### src/rtl/reg_bank_bypass_pkg.sv
// rtl/reg_bank_bypass_pkg.sv - shared types and helpers for the bypassing register bank
// Purpose: state encoding for the clear sequencer and the address range helper.
// Ports: none (package reg_bank_pkg).
package reg_bank_pkg;

   localparam int STATE_W = 1;

   typedef enum logic [STATE_W-1:0] {
      CLEAR = 1'b0,
      RUN   = 1'b1
   } state_t;

   // True when addr names an implemented register (bank may be smaller than 2**REG_BITS).
   function automatic logic in_range(input logic [31:0] addr, input logic [31:0] size);
      return addr < size;
   endfunction

endpackage

### src/rtl/reg_bank_bypass_if.sv
// rtl/reg_bank_bypass_if.sv - write/read bus bundle for the register bank
// Purpose: groups the write port, the dual read port and the ready flag.
// Ports: write_enable/write_address/write_data, read_enable/address_a/address_b
//        (master -> slave); data_a/data_b/ready (slave -> master).
interface reg_bank_bypass_if #(
   parameter int BITS     = 8,
   parameter int REG_BITS = 3
);
   logic                write_enable;
   logic [REG_BITS-1:0] write_address;
   logic [BITS-1:0]     write_data;
   logic                read_enable;
   logic [REG_BITS-1:0] address_a;
   logic [REG_BITS-1:0] address_b;
   logic [BITS-1:0]     data_a;
   logic [BITS-1:0]     data_b;
   logic                ready;

   modport master (
      output write_enable, write_address, write_data,
      output read_enable, address_a, address_b,
      input  data_a, data_b, ready
   );

   modport slave (
      input  write_enable, write_address, write_data,
      input  read_enable, address_a, address_b,
      output data_a, data_b, ready
   );
endinterface

### src/rtl/reg_bank_clear_seq.sv
// rtl/reg_bank_clear_seq.sv - post-reset clear walker for the register bank
// Purpose: after reset, writes zero to every register once, then stays in RUN.
// Ports: clk, rst_n (async active-low); clear_we/clear_addr drive the storage
//        write port while clearing; done is high from the edge that enters RUN.
module reg_bank_clear_seq
   import reg_bank_pkg::*;
#(
   parameter int REG_BITS = 3,
   parameter int REG_SIZE = 8
) (
   input  logic                clk,
   input  logic                rst_n,
   output logic                clear_we,
   output logic [REG_BITS-1:0] clear_addr,
   output logic                done
);

   localparam logic [STATE_W-1:0]  S_CLEAR = CLEAR;
   localparam logic [STATE_W-1:0]  S_RUN   = RUN;
   localparam logic [REG_BITS-1:0] LAST    = REG_BITS'(REG_SIZE - 1);

   logic [STATE_W-1:0]  state;
   logic [REG_BITS-1:0] ptr;

   // One register cleared per edge; the edge that clears the last entry enters RUN,
   // so done rises exactly REG_SIZE edges after reset release.
   always_ff @(posedge clk or negedge rst_n) begin
      if (!rst_n) begin
         state <= S_CLEAR;
         ptr   <= '0;
      end else if (state == S_CLEAR) begin
         if (ptr == LAST) begin
            state <= S_RUN;
         end else begin
            ptr <= ptr + REG_BITS'(1);
         end
      end
   end

   assign clear_we   = (state == S_CLEAR);
   assign clear_addr = ptr;
   assign done       = (state == S_RUN);

endmodule

### src/rtl/reg_bank_bypass.sv
// rtl/reg_bank_bypass.sv - single-write dual-read register bank with write-first bypass
// Purpose: architectural register storage with post-reset clear, registered reads
//          gated by read_enable, same-cycle write-to-read bypass and range protection.
// Ports: clk, rst_n (async active-low), bus (reg_bank_bypass_if.slave).
// Optional: REG_BANK_ZERO_REG_EN makes register 0 a hardwired zero.
module reg_bank_bypass
   import reg_bank_pkg::*;
#(
   parameter int BITS     = 8,
   parameter int REG_BITS = 3,
   parameter int REG_SIZE = 8
) (
   input  logic             clk,
   input  logic             rst_n,
   reg_bank_bypass_if.slave bus
);

   logic [BITS-1:0]     mem [REG_SIZE];
   logic                clear_we;
   logic [REG_BITS-1:0] clear_addr;
   logic                done;
   logic                wr_zero, a_zero, b_zero;
   logic                ext_we;
   logic                mem_we;
   logic [REG_BITS-1:0] mem_addr;
   logic [BITS-1:0]     mem_wdata;
   logic [BITS-1:0]     rd_a, rd_b;

   reg_bank_clear_seq #(
      .REG_BITS (REG_BITS),
      .REG_SIZE (REG_SIZE)
   ) u_clear_seq (
      .clk        (clk),
      .rst_n      (rst_n),
      .clear_we   (clear_we),
      .clear_addr (clear_addr),
      .done       (done)
   );

`ifdef REG_BANK_ZERO_REG_EN
   assign wr_zero = (bus.write_address == '0);
   assign a_zero  = (bus.address_a == '0);
   assign b_zero  = (bus.address_b == '0);
`else
   assign wr_zero = 1'b0;
   assign a_zero  = 1'b0;
   assign b_zero  = 1'b0;
`endif

   // An external write that will actually land; also the bypass qualifier.
   assign ext_we = bus.write_enable && !wr_zero
                   && in_range(32'(bus.write_address), 32'(REG_SIZE));

   assign mem_we    = done ? ext_we            : clear_we;
   assign mem_addr  = done ? bus.write_address : clear_addr;
   assign mem_wdata = done ? bus.write_data    : '0;

   // Storage has no reset; the clear sequencer initialises it before reads open up.
   always_ff @(posedge clk) begin
      if (mem_we) begin
         mem[mem_addr] <= mem_wdata;
      end
   end

   always_comb begin
      rd_a = '0;
      if (in_range(32'(bus.address_a), 32'(REG_SIZE)) && !a_zero) begin
         rd_a = (ext_we && (bus.address_a == bus.write_address)) ? bus.write_data
                                                                 : mem[bus.address_a];
      end
   end

   always_comb begin
      rd_b = '0;
      if (in_range(32'(bus.address_b), 32'(REG_SIZE)) && !b_zero) begin
         rd_b = (ext_we && (bus.address_b == bus.write_address)) ? bus.write_data
                                                                 : mem[bus.address_b];
      end
   end

   always_ff @(posedge clk or negedge rst_n) begin
      if (!rst_n) begin
         bus.data_a <= '0;
         bus.data_b <= '0;
      end else if (!done) begin
         bus.data_a <= '0;
         bus.data_b <= '0;
      end else if (bus.read_enable) begin
         bus.data_a <= rd_a;
         bus.data_b <= rd_b;
      end
   end

   assign bus.ready = done;

endmodule

### src/flat_wrapper.sv
// flat-port wrapper written by rule: the top's interface ports become plain ports
module reg_bank_bypass_flat import reg_bank_pkg::*;
#(
   parameter int BITS     = 8,
   parameter int REG_BITS = 3,
   parameter int REG_SIZE = 8
)
  (clk, rst_n, bus_write_enable, bus_write_address, bus_write_data, bus_read_enable, bus_address_a, bus_address_b, bus_data_a, bus_data_b, bus_ready);
  reg_bank_bypass_if #(.BITS(BITS), .REG_BITS(REG_BITS)) bus_i ();
  input  logic clk;
  input  logic rst_n;
  input wire logic [$bits(bus_i.write_enable)-1:0] bus_write_enable;
  input wire logic [$bits(bus_i.write_address)-1:0] bus_write_address;
  input wire logic [$bits(bus_i.write_data)-1:0] bus_write_data;
  input wire logic [$bits(bus_i.read_enable)-1:0] bus_read_enable;
  input wire logic [$bits(bus_i.address_a)-1:0] bus_address_a;
  input wire logic [$bits(bus_i.address_b)-1:0] bus_address_b;
  output wire logic [$bits(bus_i.data_a)-1:0] bus_data_a;
  output wire logic [$bits(bus_i.data_b)-1:0] bus_data_b;
  output wire logic [$bits(bus_i.ready)-1:0] bus_ready;
  assign bus_i.write_enable = bus_write_enable;
  assign bus_i.write_address = bus_write_address;
  assign bus_i.write_data = bus_write_data;
  assign bus_i.read_enable = bus_read_enable;
  assign bus_i.address_a = bus_address_a;
  assign bus_i.address_b = bus_address_b;
  assign bus_data_a = bus_i.data_a;
  assign bus_data_b = bus_i.data_b;
  assign bus_ready = bus_i.ready;
  reg_bank_bypass #(.BITS(BITS), .REG_BITS(REG_BITS), .REG_SIZE(REG_SIZE)) u_core (.clk(clk), .rst_n(rst_n), .bus(bus_i));
endmodule
### config.mk
export PLATFORM = sky130hd
export DESIGN_NAME = reg_bank_bypass_flat
export DESIGN_NICKNAME = d
export VERILOG_FILES = /design/src/rtl/reg_bank_bypass_pkg.sv /design/src/rtl/reg_bank_bypass_if.sv /design/src/rtl/reg_bank_clear_seq.sv /design/src/rtl/reg_bank_bypass.sv /design/src/flat_wrapper.sv
export SDC_FILE = /design/constraint.sdc
export NUM_CORES = 1
export LEC_CHECK = 0
export BUFFER_PORTS_ARGS = -buffer_cell sky130_fd_sc_hd__buf_4
export CAP_MARGIN = 40
export CORE_AREA = 2 2 87 89
export DETAILED_ROUTE_END_ITERATION = 8
export DIE_AREA = 0 0 89 91
export PLACE_DENSITY = 0.76
export SLEW_MARGIN = 30
export SYNTH_ARGS = -nofsm -noshare
export SYNTH_HDL_FRONTEND = slang
export SYNTH_SLANG_ARGS = --single-unit
### constraint.sdc
create_clock -name clk -period 2.2 [get_ports clk]
set_input_delay 0.66 -clock clk [delete_from_list [all_inputs] [get_ports clk]]
set_output_delay 0.66 -clock clk [all_outputs]
set_load 0.02 [all_outputs]
* After elaboration in Yosys (flattened, before gate mapping)
Memories as Yosys holds them, arrays and structs flattened.
Index checks and enable logic that the tools add are counted.
** Storage, ports and cells
- Register bits :: 20
- Bits of input ports :: 21
- Memories kept :: 1
- Word-level logic and storage cells :: 28
- Output and inout port bits :: 17
- Bits in writable memories :: 64
** Memories
- u_core.mem :: depth 8, width 8, rd ports 2, clocked after memory_dff 0, write ports 1, RTL line reg_bank_bypass.sv:18 : logic [BITS-1:0] mem [REG_SIZE];
** Operators by class
- Add/subtract/negate cells :: 1
- Mux-type cells :: 13
- Bitwise logic cells :: 2
- Eq/ne operators :: 4
- Reduce and logical (&&, ||, !) cells :: 3
** Operators with widths (count)
- $mux W8 :: 7
- $eq A3 B3 Y1 :: 2
- $mux W1 :: 5
- $add A3 B1 Y3 const B :: 1
- $eq A3 B3 Y1 const B :: 1
- $mux W3 :: 1
- $logic_and A1 B1 Y1 :: 2
- $ne A2 B2 Y1 const B :: 1
- $not A1 Y1 :: 2
- $reduce_and A2 Y1 :: 1

* Longest topological paths before layout
- Word-level depth :: 5
- Mapped depth :: 6
- Gate-level depth less buffers :: 5

* Modules after synthesis
Synthesis repeated with hierarchy kept, for this count alone.
** Unflattened totals
- Cell total of the unflattened synthesis :: 237
- Area total of the unflattened synthesis :: 4063.9 µm²
** By module, submodules not included
- reg_bank_bypass :: sequential area each 2322.2 µm², cells each 225, area an instance 3881.2 µm², times used 1
- reg_bank_clear_seq :: sequential area each 100.1 µm², cells each 12, area an instance 182.7 µm², times used 1

* Worst setup path before layout
No wires, ideal clock.
- Path kind :: input-to-reg
- From :: input bus_address_b[0]
- To :: register u_core.bus.data_b[5]
- Path buffers :: 2
- Arrival time :: 1.649 ns
- Stages :: 5
- Library setup time :: 0.141 ns
- Slack :: 0.411 ns
- Required time :: 2.059 ns
- Cell sequence :: buf_6 buf_12 mux4_2 mux2i_1 o221ai_1
** Between the ends
- Longest elaborated chain between the ends :: 5
- Elaborated cells on any way between the ends :: 6
- Classes of those cells :: eq/ne: 1; mux: 3; reduce/logical: 1; memory: 1
** Ends and longest elaborated chain
- from (decl) :: RTL line flat_wrapper.sv:17 : input wire logic [$bits(bus_i.address_b)-1:0] bus_address_b;
- branches (longest 2 deep; another with $mem_v2 Z8 W8)
- $mux W8 (*) :: RTL line reg_bank_bypass.sv:76 : rd_b = (ext_we && (bus.address_b == bus.write_address)) ? bus.write_data
- $mux W8 (*) :: RTL line reg_bank_bypass.sv:88 : end else if (bus.read_enable) begin
- $mux W8 (*) :: RTL line reg_bank_bypass.sv:85 : end else if (!done) begin
- to (signal assigned) :: RTL line reg_bank_bypass.sv:90 : bus.data_b <= rd_b;
- to (decl) :: RTL line reg_bank_bypass_if.sv:28 : output data_a, data_b, ready
Every way passes the cells marked *. The select of a mux whose other input is x is not followed.
A chain may end at the register's enable or synchronous reset.

* Final worst setup path
- From :: register u_core.u_clear_seq.state, in the netlist u_core.u_clear_seq.done
- To :: memory u_core.mem[3][0] (enable)
** Between the ends
- Longest elaborated chain between the ends :: 4
- Elaborated cells on any way between the ends :: 5
- Classes of those cells :: mux: 4; bitwise: 1
** Ends and longest elaborated chain
- from (decl) :: RTL line reg_bank_clear_seq.sv:22 : logic [STATE_W-1:0] state;
- from (signal assigned) :: RTL line reg_bank_clear_seq.sv:29 : state <= S_CLEAR;
- from (signal assigned) :: RTL line reg_bank_clear_seq.sv:33 : state <= S_RUN;
- $not A1 Y1 (no source line)
- $mux W1 :: RTL line reg_bank_bypass.sv:54 : assign mem_we = done ? ext_we : clear_we;
- $mux W1 :: RTL line reg_bank_bypass.sv:60 : if (mem_we) begin
- $mux W1 (not written as such) :: RTL line reg_bank_bypass.sv:61 : mem[mem_addr] <= mem_wdata;
- to (decl) :: RTL line reg_bank_bypass.sv:18
Parallel ways exist; a longest one is shown, timed or not.

==> run metrics <==
status=finished clean; largest net degree at the start of global routing=21; layout cells sized above 1=a little under a third; cell leakage power=about 0.0018 uW; Port Buffers=37; clock share of power=33.4%; CTS tree=done; placed cell area=~0.0045 mm^2; clock latency on the worst-skew pair=approximately 0.35 ns; drt total wl=around 9100 um; sw frac=approximately a quarter; reg2reg end=u_core.mem[3][0]$_DFFE_PP_; Synth area leaders=edfxtp_1 (48%), dfrtp_1 (12%), mux4_2 (10%), mux4_1 (9.1%), mux2i_1 (4.0%); Worst R2R Setup Slack=0.41 ns; leading area contributor after synthesis=edfxtp_1; VDD IR-drop max=~0.00034 V; via total after detailed routing=2495; EDFF count, synth=64; Hold Buf Count CTS=0; gr usage total=about 24%; Mapped Area=between 0.004 and 0.005 mm^2; Worst Setup Start Kind=flip-flop; Synth Area per Inst=~17 um^2; io pins=38; Netlist cell types=26; row cnt=31; H-tree depth=3; DR pass1 iterations=5; final net count=roughly 320; chip width=89 um; worst-path cell chain=buf_4, nor2b_1, a31oi_1, nor2_1, buf_4; Crit-path slowest cell=dfrtp_1; sequential share of the synthesized area=between 60 and 70%; CP arrival=roughly 1.9 ns; critical path endpoint=u_core.mem[3][0]$_DFFE_PP_; Flop pwr share=53.5%; Yosys reg bits=84; Slew Limit Fails=0; floorplan core area=0.00714 mm^2; placed instance count=between 300 and 400; P_sw=between 800 and 900 uW; Inserted Clock Buffers=9; # DRC=0; Worst Skew=0.0141 ns; final std cells w/o fill=396; Sink Count=84; Max Root-Sink Buffers=2; ANT nets after route=0; top-area cell type share of the netlist area=47.8%; Req. time, crit path=~2.3 ns; critical path capture point type=flip-flop; post-CTS setup buffers=0; worst slew pin tran=0.466 ns; R2R depth=5; fill count=523; Final HPWL DP=6170 um; Synth Instances=237; CP startpoint=u_core.u_clear_seq.done$_DFF_PN0_; clock period minus worst slack=between 1.5 and 2 ns; Power Density=~710 mW/mm^2; die area=between 0.008 and 0.009 mm^2; Max Cap Violations=0; Logic pwr share=between 10% and 20%; worst flop-to-flop path startpoint=u_core.u_clear_seq.done$_DFF_PN0_; Clk pin slew, worst setup/hold paths=~0.09 ns; worst setup path class=reg -> reg; initial antenna violation count=0; Initial Util=about 56%; wire length per cell=23.1 um; Final setup viols=0; hold crit path type=in -> async; Final Cycle Share=81.4%; yosys synthesis warning count=0; ys async rst share=around a quarter; vias in the first global route=roughly 2.6k; first-pass GRT wire length=between 10000 and 15000 um; top_reg_cell synth=edfxtp_1; Final Hold Vio Count=0; worst rel slew slack=between 60% and 70%; worst-path maximum fanout=7; design area=approximately 0.0047 mm^2; Synth-to-Final Area Change=16.6%; Die Ht=91 um; 1st-iter DRT viols=roughly 260; CP peak stage delay=0.43 ns; internal cell power=2520 uW; syn nets=260; Fin Setup TNS=0 ns; GP Congestion=between 0.8 and 0.9; vias per inst=about 6.3; Antenna Cells=0; GRT overflow=0; Fmax achieved=~0.56 GHz; RSZ-0062 raised after global routing=false; PostCTS Resize Cnt=0; cell mode on critical path=buf_4; Clock Tree Root=clkbuf_8
-- power groups by stage --
| stage | clock network (uW) | registers, uW | logic, uW |
|---|---|---|---|
| after floorplan | 0 | 1870 | 214 |
| after global placement | 0 | 1820 | 423 |
| after detailed placement | 0 | 1820 | 434 |
| after CTS | 1130 | 1790 | 436 |
| after global routing | 1190 | 1790 | 463 |
| final | 1110 | 1790 | 437 |
-- per-layer routing --
metal	part of all wire, %	vias up	track usage, %
met3	8.0	13	6.27
met5	0	-	0
li1	-	1080	-
met2	53	160	40.6
met1	37	1242	30.9
met4	1.5	0	7.09
-- area by class of cell --
cell class	count	area (um^2)	area share, %
clock buffers	11	141	3.02
repair buffers	59	455	9.72
flip-flops and latches	84	2420	51.7
multi-input cells	133	1470	31.3
well taps	99	124	2.64
clock inverters	5	60.1	1.28
inverters	5	18.8	0.400
-- worst min path at each step --
stage | from | end | slack, ns | depth (start not counted)
global route | rst_n | u_core.bus.data_a[4]$_DFFE_PN0P_ | 0.19 | 1
finish | rst_n | u_core.bus.data_a[0]$_DFFE_PN0P_ | 0.18 | 1
CTS | rst_n | u_core.u_clear_seq.clear_addr[1]$_DFFE_PN0P_ | 0.19 | 1
detailed placement | u_core.bus.data_a[5]$_DFFE_PN0P_ | u_core.bus.data_a[5]$_DFFE_PN0P_ | 0.48 | 2
floorplan | rst_n | u_core.bus.data_a[0]$_DFFE_PN0P_ | 0.36 | 0
global placement | u_core.bus.data_a[4]$_DFFE_PN0P_ | u_core.bus.data_a[4]$_DFFE_PN0P_ | 0.47 | 2
-- critical path, delay by kind of cell (launching register included) --
family,cells,cell delay [ns]
flip-flops,1,0.43
buffers and inverters,2,0.43
AND/OR/NAND/NOR,2,0.55
AO/OA/AOI/OAI,1,0.10
-- Yosys cell counts (5+ instances only) --
| cell type | instances |
|---|---|
| and2_1 | 8 |
| buf_2 | 6 |
| dfrtp_1 | 20 |
| edfxtp_1 | 64 |
| inv_1 | 5 |
| mux2i_1 | 16 |
| mux4_1 | 14 |
| mux4_2 | 18 |
| nand2_1 | 25 |
| nor2_1 | 11 |
| o221ai_1 | 16 |
| xnor2_1 | 6 |
-- registers in the layout, indices dropped and copies added, names as in the netlist --
register,cells
u_core.mem,64
u_core.u_clear_seq.done,1
u_core.bus.data_b,8
u_core.bus.data_a,8
u_core.u_clear_seq.clear_addr,3
-- cell usage in the layout, fill, tap and decap left out, drive strengths merged --
master	instances
buf	57
nand2	25
clkinvlp	1
a31oi	2
o21ai	1
mux2i	16
xor2	1
inv	6
clkbuf	13
mux4	32
ha	2
o221ai	16
and2	8
bufinv	1
a41o	2
xnor2	6
dfrtp	20
mux2	1
nor2b	3
edfxtp	64
nand4	2
nor2	11
a32oi	4
nand3	1
clkinv	2
-- kinds of logic (layout without fill, tap and decap cells) --
logic type / count (synthesis) / count (layout) / share of synthesized area [%]
compound gates: 25 / 25 / 5.29
xor+xnor: 7 / 7 / 1.52
fa+ha+maj: 2 / 2 / 0.622
buf+inv: 20 / 80 / 3.33
flops: 84 / 84 / 60.2
mux: 49 / 49 / 23.5
simple gates: 50 / 50 / 5.51
-- through the flow --
step / total power (uW) / utilization [%] / hold slack [ns] / worst slack, ns
CTS: 3350 / 65.4 / 0.191 / 0.278
floorplan: 2080 / - / 0.364 / 0.411
finish: 3340 / 65.7 / 0.184 / 0.410
global placement: 2240 / 62.0 / 0.470 / 0.107
global route: 3450 / 65.7 / 0.193 / 0.338
detailed placement: 2260 / 62.5 / 0.483 / 0.102
Note: power is estimated with default switching activity, not from simulation.
